### src/rtl/wb_cond_commit.sv
// Writeback commit stage: gates register writes by op class and condition code,
// owns the architectural flags, and presents a one-entry valid/ready output register.
module wb_cond_commit #(
    parameter int                      FLAG_W    = 2,
    parameter int                      OPC_W     = 4,
    parameter logic [(2**OPC_W)-1:0]   COND_MASK = 16'h0005,
    parameter logic [(2**OPC_W)-1:0]   UNC_MASK  = 16'h0012,
    parameter int                      DATA_W    = 16,
    parameter int                      REG_AW    = 3,
    parameter int                      FLAG_SRC  = 0,
    parameter int                      CNT_W     = 16,
    localparam int                     COND_W    = $clog2(FLAG_W + 1)
) (
    input  logic              clk,
    input  logic              reset_n,
    input  logic              in_valid,
    output logic              in_ready,
    input  logic              in_regwrite,
    input  logic [OPC_W-1:0]  in_aluop,
    input  logic [COND_W-1:0] in_cond,
    input  logic [FLAG_W-1:0] in_prev_flags,
    input  logic              in_flag_we,
    input  logic [FLAG_W-1:0] in_flags_new,
    input  logic [REG_AW-1:0] in_dest,
    input  logic [DATA_W-1:0] in_data,
    output logic              out_valid,
    input  logic              out_ready,
    output logic              out_regwrite,
    output logic [REG_AW-1:0] out_dest,
    output logic [DATA_W-1:0] out_data,
    output logic              out_squashed,
    output logic [FLAG_W-1:0] flags_o,
    input  logic              cnt_clr,
    output logic [CNT_W-1:0]  commit_cnt,
    output logic [CNT_W-1:0]  squash_cnt
);

    logic              valid_q;
    logic              regwrite_q;
    logic              squashed_q;
    logic [REG_AW-1:0] dest_q;
    logic [DATA_W-1:0] data_q;
    logic [FLAG_W-1:0] flags_q;
    logic [CNT_W-1:0]  commit_q;
    logic [CNT_W-1:0]  squash_q;

    logic [FLAG_W-1:0] flag_src;
    logic              accept;
    logic              pass;
    logic              we;
    logic              squashed;

    assign in_ready = !valid_q || out_ready;
    assign accept   = in_valid && in_ready;
    assign flag_src = (FLAG_SRC != 0) ? flags_q : in_prev_flags;

    // Conditions beyond the implemented flags never pass.
    always_comb begin
        pass = 1'b0;
        if (in_cond == '0) begin
            pass = 1'b1;
        end else begin
            for (int k = 0; k < FLAG_W; k++) begin
                if (int'(in_cond) == k + 1) begin
                    pass = flag_src[k];
                end
            end
        end
    end

    always_comb begin
        we       = 1'b0;
        squashed = 1'b0;
        if (COND_MASK[in_aluop]) begin
            we       = in_regwrite && pass;
            squashed = in_regwrite && !pass;
        end else if (UNC_MASK[in_aluop]) begin
            we       = in_regwrite;
        end
    end

    always_ff @(posedge clk) begin
        if (!reset_n) begin
            valid_q    <= 1'b0;
            regwrite_q <= 1'b0;
            squashed_q <= 1'b0;
            dest_q     <= '0;
            data_q     <= '0;
            flags_q    <= '0;
        end else if (accept) begin
            valid_q    <= 1'b1;
            regwrite_q <= we;
            squashed_q <= squashed;
            dest_q     <= in_dest;
            data_q     <= in_data;
            if (in_flag_we && !squashed) begin
                flags_q <= in_flags_new;
            end
        end else if (out_ready) begin
            valid_q <= 1'b0;
        end
    end

    // Clear outranks a same-cycle increment; both saturate at all-ones.
    always_ff @(posedge clk) begin
        if (!reset_n || cnt_clr) begin
            commit_q <= '0;
            squash_q <= '0;
        end else if (accept) begin
            if (we && commit_q != '1) begin
                commit_q <= commit_q + CNT_W'(1);
            end
            if (squashed && squash_q != '1) begin
                squash_q <= squash_q + CNT_W'(1);
            end
        end
    end

    assign out_valid    = valid_q;
    assign out_regwrite = valid_q && regwrite_q;
    assign out_squashed = valid_q && squashed_q;
    assign out_dest     = dest_q;
    assign out_data     = data_q;
    assign flags_o      = flags_q;
    assign commit_cnt   = commit_q;
    assign squash_cnt   = squash_q;

endmodule
### config.mk
export PLATFORM = sky130hd
export DESIGN_NAME = wb_cond_commit
export DESIGN_NICKNAME = d
export VERILOG_FILES = /design/src/rtl/wb_cond_commit.sv
export SDC_FILE = /design/constraint.sdc
export NUM_CORES = 1
export LEC_CHECK = 0
export CORE_MARGIN = 4
export CORE_UTILIZATION = 45
export CTS_CLUSTER_DIAMETER = 120
export DETAILED_ROUTE_END_ITERATION = 8
export HOLD_SLACK_MARGIN = 0.12
export PLACE_DENSITY = 0.91
export SKIP_CTS_REPAIR_TIMING = 1
export SLEW_MARGIN = 0
export SYNTH_ARGS = -nofsm -noshare
export SYNTH_HDL_FRONTEND = slang
export SYNTH_SLANG_ARGS = --single-unit
### constraint.sdc
create_clock -name clk -period 2.2 [get_ports clk]
set_clock_uncertainty 0.05 [all_clocks]
set_input_delay 0.22 -clock clk [delete_from_list [all_inputs] [get_ports clk]]
set_output_delay 0.22 -clock clk [all_outputs]
set_load 0.02 [all_outputs]
==> flow_results.org <==
** Hold path
- Type of the tightest min-delay check :: input port to register
- Min-Delay Startpoint :: in_data[3]
- For hold timing, the worst endpoint is out_data[3].
- The worst hold path was traced through 3 stages.

** Timing
- The final-report max-slew violation count was 0.
- The tightest hold path in the finished design has a slack of 411.8 ps.
- Setup repair after global routing left no endpoint under its margin.
- The worst path uses 89.68% of the clock period.
- Remaining max-slew budget at the tightest pin :: 69.31%
- The routed design could run at a clock period as short as 1973 ps.
- For the pin with the worst max-slew slack, the measured transition is 459.9 ps.
- The final hold violation count came to 0.
- Setup violations remaining at the end of the flow were counted as 0.
- Maximum clock rate :: 0.5069 GHz

** Setup path
- Kind of launch point of the worst setup path :: register
- CP Capture Type :: register
- Arr. time, crit path :: 2160 ps
- For this design, the slowest cell found on the critical path is sky130_fd_sc_hd__dfxtp_1.
- CP max stage delay :: 370 ps
- Setup slack on the worst reg-to-reg path comes out at 230 ps.
- Together, buffers and inverters on the worst path number 1.
- Worst r2r src :: squash_cnt[0]
- Cell-by-cell listing of the critical path :: ha_1, and2_1, nand4_1, o211ai_1, buf_4, or3_1, a21oi_1
- For the worst flop-to-flop path, the logic depth is 7.
- STA puts the critical path data required time at 2390 ps.
- Worst Path Max Fanout :: 18
- Family with the most delay on the worst path :: simple AND/OR/NAND/NOR gates
- In this run the critical register-to-register path is captured at squash_cnt[11].
- By startpoint and endpoint, the worst setup path is classified as register to register.

** Final layout
- The count of cells in the finished layout, fillers not included, comes to 486.
- Relative to the synthesized area, the layout overhead comes to 46.60%.
- Registers take 1121 µm².
- Post-layout util :: 68.13%
- Counting the fill cells in the layout gives 440.
- The number of antenna diodes in the final layout is 0.
- The post-route netlist has 10.14% of its cells at a drive strength greater than 1.
- Multi-input gate area :: 1365 µm²
- After routing the design area is 3775 µm².
- After the last flow step, the layout net total stands at 451.

** Placed design
- Detailed placement ended at an HPWL of 5360 µm.
- Once placement completed, the tool counted placed cells totaling 478.
- Input and output buffers added on the ports amount to 92.
- Routability-driven placement finished with a final weighted congestion of 0.8747.
- Placement Cell Area :: 3682 µm²

** Detailed routing
- Final wirelength :: 6941 µm
- The count of nets left with antenna violations once routing finished came out at 0.
- Vias after detailed routing :: 2,612
- For this run, design rule violations remaining after detail routing come to 0.
- Length of the first detailed-routing pass in iterations :: 4
- Using the TritonRoute via totals, the vias-per-cell ratio works out to 5.374.
- For this block, the initial DRC count from the detailed router was 76.
- After detailed routing, the average wire length per cell comes to 14.28 µm.

** Power and ir drop
- Dividing total power by cell area gives a power density of 497.1 nW/µm².
- VDD sags by at most 0.0002718 V.
- Sequential share of power :: 55.9%
- Final Power :: 1.876 mW
- Total leakage power :: 1.280 nW
- The analysis attributes to net switching a power of 0.4727 mW.
- Internal power comes to 1.404 mW.
- Combinational logic burns 13.9% of the power.
- Share of total power in the clock network :: 30.2%
- Switching share of power :: 25.19%

** Clock network
- Num Clock Sinks :: 56
- Clock latency on the worst-skew pair, taken at its later pin, is 310 ps.
- Max H-tree Level :: 2
- Buffer type at the clock tree root :: sky130_fd_sc_hd__clkbuf_8
- After clock tree synthesis, the clock-pin slew on the worst setup and hold paths is 100 ps.
- Maximum count of clock buffers along a single path :: 2
- TritonCTS clock tree :: yes
- Buffers inserted during clock tree synthesis total 5.

** Global routing
- Wire length of the first global-routing pass :: 11,490 µm
- Total global-route track usage :: 19.57%
- Number of global-route vias before repair :: 2,437
- The number of antenna violations at the first check in global routing is 0.
- Entering global routing, the biggest net connects 28 pins.
- The total overflow left after global routing is 0.

** Synthesis
- Post-synthesis sequential element count :: 56
- Sequential cells were found to cover 43.54% of the synthesized design area.
- Ranked by instance count, the synthesized netlist is headed by 64 x sky130_fd_sc_hd__nand2_1, 56 x sky130_fd_sc_hd__dfxtp_1, 27 x sky130_fd_sc_hd__a21oi_1.
- Count of different cell masters after synthesis :: 46
- Primary FF master, synth :: sky130_fd_sc_hd__dfxtp_1
- Share of flip-flops with an asynchronous set or reset :: 0%
- Post-synthesis instance area :: 2575 µm²
- Largest area contributor in the netlist :: sky130_fd_sc_hd__dfxtp_1
- Synthesis produced 307 cells.
- Mean post-synth cell area :: 8.388 µm²
- Syn nets :: 345
- The top cell type by area accounts for 43.54% of the synthesized area.
- In this run, synthesis inferred 0 flip-flops with an integrated enable.
- Warnings from Yosys :: 0
- In the post-synthesis netlist, the biggest area contributors are sky130_fd_sc_hd__dfxtp_1 44%, sky130_fd_sc_hd__nand2_1 9.3%, sky130_fd_sc_hd__a21boi_0 6.1%.
- Most repeated cell in the gate-level netlist after synthesis :: sky130_fd_sc_hd__nand2_1

** Die
- Horizontal extent of the die :: 83.65 µm
- In this run the standard cell core region covers 5540 µm².
- Standard-cell row count :: 27
- Measured along the y axis, the die boundary spans 83.65 µm.
- The die covers 6996 µm².
- In this run the count of I/O pins placed on the die edge is 93.
- The initial utilization of the core area, before any placement, comes to 46.48%.

** Job
- Number of violations of the max-capacitance limit :: 0

** Outcome
- Result of the run :: finished clean
[how the worst max path moves through the flow]
stage | start | slack (ps) | cells after the start | end
6_report | squash_cnt[0] | 230 | 7 | squash_cnt[11]
5_1_grt | squash_cnt[0] | 8 | 7 | squash_cnt[11]
4_1_cts | squash_cnt[0] | 240 | 7 | squash_cnt[11]
3_5_place_dp | in_aluop[0] | -70 | 7 | commit_cnt[12]
3_3_place_gp | in_aluop[0] | -60 | 7 | commit_cnt[12]
2_1_floorplan | commit_cnt[0] | 250 | 5 | commit_cnt[2]
[area by class of cell]
class | instances | share of cell area [%]
Timing Repair Buffer | 113 | 28.90
Clock buffer | 5 | 1.823
Multi-Input combinational cell | 233 | 36.16
Inverter | 4 | 0.3977
Clock inverter | 3 | 0.6298
Tap cell | 72 | 2.386
Sequential cell | 56 | 29.70
[cell families after synthesis]
group	count (synthesis)	synth area share [%]
AOI/OAI and AO/OA	85	22.06
xor gates and xnor gates	2	0.6804
adders and majority gates	2	0.9717
buffers and inverters	18	3.450
DFF	56	43.54
muxes	1	0.3887
and+or+nand+nor	143	28.91
[state kept, by name, summed over array words and instances, names as in the netlist]
name and flops:
commit_cnt 16, flags_o 2, out_data 16, out_dest 3
out_valid 1, regwrite_q 1, squash_cnt 16, squashed_q 1
[worst min-delay path: stages]
cell and delay [ps]:
sky130_fd_sc_hd__clkdlybuf4s50_1 400, sky130_fd_sc_hd__nand2_1 50, sky130_fd_sc_hd__a21boi_0 60
[per-layer routing]
layer  vias up  track usage, %  wire (µm)
met4         0           4.386         41
li1       1323               -          -
met3         4           5.133        366
met5         -               0          0
met1      1207           25.67       3403
met2        78           32.25       3130
[stage by stage]
step	setup TNS, ps	setup WS (ps)
after global routing	0	7.974
final	0	227.1
after global placement	-309.5	-56.99
after detailed placement	-656.7	-74.20
after CTS	0	240.6
after floorplan	0	254.2
[placed cells by master, fill, tap and decap left out, types with 3 or more instances in the layout]
| cell | count |
|---|---|
| sky130_fd_sc_hd__a21boi_0 | 21 |
| sky130_fd_sc_hd__a21oi_1 | 27 |
| sky130_fd_sc_hd__and2_1 | 5 |
| sky130_fd_sc_hd__and3_1 | 3 |
| sky130_fd_sc_hd__and4_1 | 3 |
| sky130_fd_sc_hd__buf_4 | 20 |
| sky130_fd_sc_hd__clkbuf_8 | 5 |
| sky130_fd_sc_hd__clkdlybuf4s50_1 | 92 |
| sky130_fd_sc_hd__dfxtp_1 | 56 |
| sky130_fd_sc_hd__inv_1 | 4 |
| sky130_fd_sc_hd__nand2_1 | 64 |
| sky130_fd_sc_hd__nand3_1 | 13 |
| sky130_fd_sc_hd__nand4_1 | 8 |
| sky130_fd_sc_hd__nor2_1 | 7 |
| sky130_fd_sc_hd__o211ai_1 | 4 |
| sky130_fd_sc_hd__o21ai_0 | 16 |
| sky130_fd_sc_hd__o31ai_1 | 6 |
| sky130_fd_sc_hd__or3_1 | 14 |
| sky130_fd_sc_hd__or4_1 | 10 |
[power groups by stage]
stage	Sequential [mW]	Clock (mW)	Combinational [mW]
final	1.05	0.566	0.261
after global routing	1.05	0.623	0.281
after CTS	1.05	0.584	0.263
after detailed placement	1.07	0	0.262
after global placement	1.07	0	0.257
after floorplan	1.10	0	0.0791
(Power assumes the default switching activity.)
